File: src/rtl/cache_port_arbiter.sv
// Round-robin arbiter sharing one cache request port between NUM_REQ
// requesters, with one buffer per requester and tagged response routing.
module cache_port_arbiter #(
    parameter int NUM_REQ = 2,
    parameter int ADDR_W  = 32,
    parameter int DATA_W  = 32,
    parameter int ID_W    = 3,
    localparam int IDX_W  = $clog2(NUM_REQ),
    localparam int CID_W  = IDX_W + ID_W
) (
    input  logic                      clk,
    input  logic                      reset,
    input  logic [NUM_REQ*ADDR_W-1:0] req_addr_i,
    input  logic [NUM_REQ*DATA_W-1:0] req_data_i,
    input  logic [NUM_REQ-1:0]        req_rw_i,
    input  logic [NUM_REQ-1:0]        req_valid_i,
    input  logic [NUM_REQ*ID_W-1:0]   req_id_i,
    output logic [NUM_REQ-1:0]        req_stall_o,
    output logic [DATA_W-1:0]         rsp_data_o,
    output logic [ID_W-1:0]           rsp_id_o,
    output logic [NUM_REQ-1:0]        rsp_valid_o,
    output logic [ADDR_W-1:0]         cache_addr_o,
    output logic [DATA_W-1:0]         cache_data_o,
    output logic                      cache_rw_o,
    output logic                      cache_valid_o,
    output logic [CID_W-1:0]          cache_id_o,
    input  logic                      cache_stall_i,
    input  logic [DATA_W-1:0]         cache_data_i,
    input  logic [CID_W-1:0]          cache_id_i,
    input  logic                      cache_ready_i
);

    logic [NUM_REQ-1:0] buf_full;
    logic [ADDR_W-1:0]  buf_addr [NUM_REQ];
    logic [DATA_W-1:0]  buf_data [NUM_REQ];
    logic               buf_rw   [NUM_REQ];
    logic [ID_W-1:0]    buf_id   [NUM_REQ];

    logic [IDX_W-1:0]   rr_ptr;
    logic [IDX_W-1:0]   cand;
    logic [IDX_W-1:0]   grant_idx;
    logic               grant_any;
    logic               slot_free;
    logic               load;
    logic [IDX_W-1:0]   rsp_idx;
    logic [NUM_REQ-1:0] rsp_onehot;

    assign req_stall_o = buf_full;
    assign slot_free   = ~cache_valid_o | ~cache_stall_i;
    assign load        = grant_any & slot_free;
    assign rsp_idx     = cache_id_i[CID_W-1:ID_W];

    // First full buffer at or after rr_ptr, wrapping around.
    always_comb begin
        grant_any = 1'b0;
        grant_idx = '0;
        cand      = '0;
        for (int k = NUM_REQ - 1; k >= 0; k--) begin
            cand = IDX_W'((int'(rr_ptr) + k) % NUM_REQ);
            if (buf_full[cand]) begin
                grant_any = 1'b1;
                grant_idx = cand;
            end
        end
    end

    // One-hot response target; out-of-range indices are dropped.
    always_comb begin
        rsp_onehot = '0;
        if (int'(rsp_idx) < NUM_REQ)
            rsp_onehot = NUM_REQ'(1) << rsp_idx;
    end

    // Per-requester buffers: drain on grant, else capture when empty.
    always_ff @(posedge clk or negedge reset) begin
        if (!reset) begin
            buf_full <= '0;
            for (int i = 0; i < NUM_REQ; i++) begin
                buf_addr[i] <= '0;
                buf_data[i] <= '0;
                buf_rw[i]   <= 1'b0;
                buf_id[i]   <= '0;
            end
        end else begin
            for (int i = 0; i < NUM_REQ; i++) begin
                if (load && grant_idx == IDX_W'(i)) begin
                    buf_full[i] <= 1'b0;
                end else if (req_valid_i[i] && !buf_full[i]) begin
                    buf_full[i] <= 1'b1;
                    buf_addr[i] <= req_addr_i[i*ADDR_W +: ADDR_W];
                    buf_data[i] <= req_data_i[i*DATA_W +: DATA_W];
                    buf_rw[i]   <= req_rw_i[i];
                    buf_id[i]   <= req_id_i[i*ID_W +: ID_W];
                end
            end
        end
    end

    // Issue slot: reload on grant, empty after acceptance, hold on stall.
    always_ff @(posedge clk or negedge reset) begin
        if (!reset) begin
            cache_valid_o <= 1'b0;
            cache_addr_o  <= '0;
            cache_data_o  <= '0;
            cache_rw_o    <= 1'b0;
            cache_id_o    <= '0;
            rr_ptr        <= '0;
        end else if (load) begin
            cache_valid_o <= 1'b1;
            cache_addr_o  <= buf_addr[grant_idx];
            cache_data_o  <= buf_data[grant_idx];
            cache_rw_o    <= buf_rw[grant_idx];
            cache_id_o    <= {grant_idx, buf_id[grant_idx]};
            if (grant_idx == IDX_W'(NUM_REQ - 1))
                rr_ptr <= '0;
            else
                rr_ptr <= grant_idx + 1'b1;
        end else if (cache_valid_o && !cache_stall_i) begin
            cache_valid_o <= 1'b0;
        end
    end

    // Register cache responses and steer them to the issuing requester.
    always_ff @(posedge clk or negedge reset) begin
        if (!reset) begin
            rsp_valid_o <= '0;
            rsp_data_o  <= '0;
            rsp_id_o    <= '0;
        end else begin
            rsp_valid_o <= '0;
            if (cache_ready_i) begin
                rsp_valid_o <= rsp_onehot;
                rsp_data_o  <= cache_data_i;
                rsp_id_o    <= cache_id_i[ID_W-1:0];
            end
        end
    end

endmodule

File: config.mk
export PLATFORM = sky130hd
export DESIGN_NAME = cache_port_arbiter
export DESIGN_NICKNAME = d
export VERILOG_FILES = /design/src/rtl/cache_port_arbiter.sv
export SDC_FILE = /design/constraint.sdc
export NUM_CORES = 1
export LEC_CHECK = 0
export CAP_MARGIN = 25
export CORE_UTILIZATION = 35
export CTS_CLUSTER_DIAMETER = 40
export DETAILED_ROUTE_END_ITERATION = 6
export SLEW_MARGIN = 20
export SYNTH_ARGS = -nofsm -noshare
export SYNTH_HDL_FRONTEND = slang
export SYNTH_SLANG_ARGS = --single-unit
File: constraint.sdc
create_clock -name clk -period 2.82 [get_ports clk]
set_clock_uncertainty 0.1 [all_clocks]
set_input_delay 0.282 -clock clk [delete_from_list [all_inputs] [get_ports clk]]
set_output_delay 0.282 -clock clk [all_outputs]
set_load 0.02 [all_outputs]
# Yosys cells after proc, flatten, opt, wreduce, memory -nomap -nowiden
# Index checks and enable logic that the tools add are counted.
word_totals:
  reg_bits: 246
  input_bits: 178
  output_inout_bits: 109
op_classes:
  add_sub_neg: 2
  order_cmp: 3
  n_shift: 1
  muxes: 28
  n_bitwise: 8
  reduce_logical: 13
ops:
  columns: ["op", "n"]
  rows:
  - ["32-bit 2-to-1 mux", 6]
  - ["1-bit 2-to-1 mux", 18]
  - ["3-bit 2-to-1 mux", 3]
  - ["2-bit nonzero test", 3]
  - ["1-bit logical AND", 5]
  - ["1-bit inverter", 5]
  - ["1-bit by 2-bit less-than comparator with 1-bit output, second input constant", 2]
  - ["2-bit AND reduction", 2]
  - ["1-bit zero test", 3]
  - ["1-bit adder, second input constant", 2]
  - ["2-bit >= comparator, second input constant", 1]
  - ["2-bit 2-to-1 mux", 1]
  - ["1-bit inverter with 2-bit output", 1]
  - ["1-bit by 1-bit << shifter with 2-bit output, first input constant", 1]
  - ["1-bit bitwise AND", 1]
  - ["1-bit OR", 1]

# Logic depth before layout (Yosys ltp)
logic_depth:
  depth_word: 9
  mapped_depth: 5
  ltp_nobuf: 3

# Worst setup path after synthesis
# OpenSTA, ideal clock, no wires.
synth_path:
  kind: "reg2reg"
  start: "register buf_full[1], in the netlist req_stall_o[1]"
  end: "register buf_addr[3] (netlist name)"
  setup_ns: 0.125
  arrival_time_ns: 1.447
  required_time_ns: 2.595
  path_slack_ns: 1.148
  stages_incl_launch_ff: 6
  path_buffers: 3
  synth_period_minus_slack_ns: 1.672
  cell_sequence: "dfrtp_1 > nor2b_1 > clkbuf_1 > buf_4 > buf_4 > mux2_2"
synth_between:
  elab_chain_len: 8
  word_cells_on_any_way: 14
  classes_between: "mux (8); bitwise (2); reduce/logical (4)"
synth_rtl:
  columns: ["item", "line", "source"]
  rows:
  - ["start, declared", "33", "logic [NUM_REQ-1:0] buf_full;"]
  - ["start signal, assigned", "77", "buf_full <= '0;"]
  - ["start signal, assigned by index", "87", "buf_full[i] <= 1'b0;"]
  - ["start signal, assigned by index", "89", "buf_full[i] <= 1'b1;"]
  - ["1-bit 2-to-1 mux (implied by the code) (2 in a row)", "60", "if (buf_full[cand]) begin"]
  - ["1-bit 2-to-1 mux (2 in a row)", "60", null]
  - ["1-bit bitwise AND", "50", "assign load = grant_any & slot_free;"]
  - ["1-bit logical AND", "86", "if (load && grant_idx == IDX_W'(i)) begin"]
  - ["1-bit inverter (no line)", null, null]
  - ["2-bit AND reduction (no line) (*)", null, null]
  - ["end signal, assigned by index", "90", "buf_addr[i] <= req_addr_i[i*ADDR_W +: ADDR_W];"]
  - ["end, declared", "34", "logic [ADDR_W-1:0] buf_addr [NUM_REQ];"]
# Mark *: on every way between the ends. The rest lies on a longest branch, timed or not. The select of a mux whose other input is x is not followed.
# A chain may end at the register's enable or synchronous reset.

# Final worst setup path
layout_path:
  start: "register buf_full[1], in the netlist req_stall_o[1]"
  end: "output port req_stall_o[1]"
layout_lines:
  columns: ["item", "line", "source"]
  rows:
  - ["end, declared", "18", "output logic [NUM_REQ-1:0] req_stall_o,"]
# No word-level cell between the ends.

==> reports/summary.md <==
## Flow run
• max-capacitance violation count: 0

## Run status
• run status: completed

## Min path
• kind of path behind the tightest hold check: primary input to async pin

## Setup path
• sort of element at the start of the critical path: flop
• category of the worst setup path capture point: output pin
• worst reg2reg path depth: 5
• Critical R2R Launch: req_stall_o[1]
• CP Class: flop to output pin
• largest stage delay on the critical path: 0.68 ns
• reg-to-reg setup timing slack: 0.76 ns
• worst-path fanout max: 7
• required time reported for the critical path endpoint: 2.44 ns
• Critical Path AT: 1.78 ns
• standard cell with the maximum stage delay on the critical path: clkdlybuf4s50_1
• sequence of cells on the critical path: clkdlybuf4s50_1
• WP buf/inv: 1
• Worst path top cell family by delay: buffers and inverters
• Crit Reg-Reg Endpoint: cache_data_o[24]

## Layout
• final core utilization: 0.529
• Post-Layout Inst Area: 14,200 sq um
• post-synthesis to final-layout area growth: 48.8%
• number of nets in the layout: 1,091
• fraction of final layout cells sized beyond drive strength 1: 0.270

## Die
• horizontal die dimension: 167 microns
• die boundary height: 167 microns
• top-level port count: 287
• initial core utilization: 0.355
• row cnt: 60
• die area: 27,900 sq um
• core region area: 26,900 sq um

## Clocking
• clock root cell: clkbuf_16
• clock latency at the later pin of the worst-skew pair: 0.51 ns
• clock tree from TritonCTS: done
• number of clock buffers inserted by TritonCTS: 38
• clock-pin slew of the registers on the worst-case setup and hold paths: 0.06 ns
• number of buffers between clock root and the deepest sink: 3
• post-CTS setup buffer count: 0
• number of sinks handled by clock tree synthesis: 246
• CTS H-tree lvls: 2

## GRT
• aggregate global-route resource usage: 0.176
• first-pass GRT wire length: 38.6 mm
• remaining global-route overflow: 0
• vias in the first global route: 6,763
• antenna violations before repair: 1
• pin count of the biggest net entering global routing: 75

## Placed design
• final weighted congestion of routability-driven global placement: 0.697
• count of port buffers added during placement: 286
• HPWL after detailed placement: 16.0 mm
• post-detailed-placement cell area: 12,900 sq um

## Yosys
• number of instances in the synthesized netlist: 612
• net count after synthesis: 790
• area of the mapped netlist: 9550 sq um
• share of the synthesized area in the top cell type: 0.645
• average cell area after synthesis: 15.6 sq um
• top area cells in the synthesized netlist: dfrtp_1 64%, mux2_2 19%, a221o_1 7.1%, and2_1 4.6%, buf_2 1.1%
• Synth cell types: 18
• count of state elements after synthesis: 246
• Yosys warning total: 0
• fraction of the yosys area taken by sequential cells: 0.645
• leading area contributor after synthesis: dfrtp_1

## STA
• Setup TNS Final: 0 ns
• number of max-slew violations in the final report: 0
• Hold Violations, Final: 0
• setup repair after global routing missed its margin: false
• highest clock frequency the design can meet: 0.463 GHz
• min Tclk post-route: 2.16 ns
• relative slew slack: 0.500
• final period utilization: 0.766
• slew at the pin with the worst max-slew slack: 0.749 ns
• final setup fails: 0

## Routing
• vias per cell: 4.89
• post-detailed-routing wire length: 24.3 mm
• remaining antenna violation count: 0
• Iter 0 DRT Violations: 199
• number of vias after detailed routing: 6,281
• total DRC errors in the routed layout: 0
• DR pass1 iterations: 4
• Avg WL per Cell: 18.9 microns

## Pwr
• Lkg Pwr: 5.93 nW
• peak supply drop: 0.526 mV
• Power per Cell Area: 1130 nW/um^2

==> metal layers <==
layer | global-route usage | vias up | wire [microns] | share of wire
met5 | 0 | - | 0 | 0
met4 | 0.0546 | 0 | 433 | 0.018
met3 | 0.0525 | 42 | 1890 | 0.078
met2 | 0.278 | 244 | 11100 | 0.46
met1 | 0.235 | 3139 | 10900 | 0.45
li1 | - | 2856 | - | -
==> report_power, final <==
group	internal (W)	leakage [nW]	switching, W
logic	0.00296	2.35	0.00229
clock network	0.00314	0.658	0.00168
registers	0.00512	2.92	0.000870
==> cells by family after synthesis <==
family / synth area share
AND/OR/NAND/NOR: 0.0504
buffers and inverters: 0.0271
AO/OA/AOI/OAI: 0.0761
multiplexers: 0.202
flip-flops: 0.645
==> worst reg2reg max path, delay by kind of cell, from the launching register on <==
| kind | cells | cell delay, ns |
|---|---|---|
| buffers and inverters | 2 | 0.49 |
| DFF | 1 | 0.52 |
| AOI/OAI and AO/OA | 2 | 0.76 |
| and+or+nand+nor | 1 | 0.12 |
==> area by class of cell <==
class / count / area (sq um)
Fill cell: 2284 / 12700
Sequential cell: 246 / 6160
Multi-Input combinational cell: 323 / 3180
Timing Repair Buffer: 303 / 3100
Clock buffer: 48 / 1090
Tap cell: 341 / 427
Clock inverter: 22 / 250
Inverter: 1 / 3.75
Antenna cell: 1 / 2.50
==> cells in the mapped netlist <==
master and n:
a211oi_2 1, a21o_1 2, a221o_1 68, and2_1 70, buf_2 21, buf_4 5, buf_6 7, clkbuf_1 9
dfrtp_1 246, inv_2 1, mux2_1 6, mux2_2 165, nand2_1 1, nor2_1 4, nor2b_1 3, o211a_1 1
o2bb2ai_1 1, or3_1 1
==> registers in the layout, summed over array words and instances, names as in the netlist <==
register / cells
rsp_id_o: 3
buf_data: 64
cache_valid_o: 1
rsp_valid_o: 2
cache_data_o: 32
buf_rw: 2
rsp_data_o: 32
buf_id: 6
req_stall_o: 2
cache_addr_o: 32
rr_ptr: 1
buf_addr: 64
cache_id_o: 4
cache_rw_o: 1
==> placed cells by master (no fill, tap or decap), types with 4 or more instances in the layout <==
master | netlist | routed
mux2_1 | 6 | 6
a221o_1 | 68 | 68
and2_1 | 70 | 70
clkbuf_8 | 0 | 4
mux2_2 | 165 | 165
clkbuf_16 | 0 | 41
buf_4 | 5 | 8
clkinv_4 | 0 | 4
buf_12 | 0 | 8
bufinv_16 | 0 | 4
clkinv_2 | 0 | 7
dfrtp_1 | 246 | 246
clkdlybuf4s50_1 | 0 | 285
nor2_1 | 4 | 4
==> metrics by stage <==
step / total power (W) / std cells / setup WS [ns] / hold slack [ns]
after floorplan: 0.00908 / 612 / 1.15 / -0.114
after global placement: 0.0113 / 1213 / 0.625 / 0.182
after detailed placement: 0.0114 / 1213 / 0.603 / 0.180
after CTS: 0.0163 / 1284 / 0.642 / 0.204
after global routing: 0.0170 / 1285 / 0.589 / 0.233
final: 0.0161 / 1285 / 0.661 / 0.220
==> worst max-delay path by stage <==
stage	from	to	slack (ns)	cells after the start
after floorplan	req_stall_o[1]	buf_addr[3]	1.15	5
after global placement	cache_stall_i	cache_data_o[18]	0.63	6
after detailed placement	cache_stall_i	cache_data_o[24]	0.60	6
after CTS	req_stall_o[1]	req_stall_o[1]	0.64	1
after global routing	req_stall_o[1]	req_stall_o[1]	0.59	1
final	req_stall_o[1]	req_stall_o[1]	0.66	1
==> what timing repair did <==
action | 4_1_cts | 5_1_grt
endpoints found under the setup margin | 0 | 0
resized for setup | 0 | 0
hold endpoints to repair | 66 | 0
hold buffers | 1 | 0
Note: power is estimated with default switching activity, not from simulation.
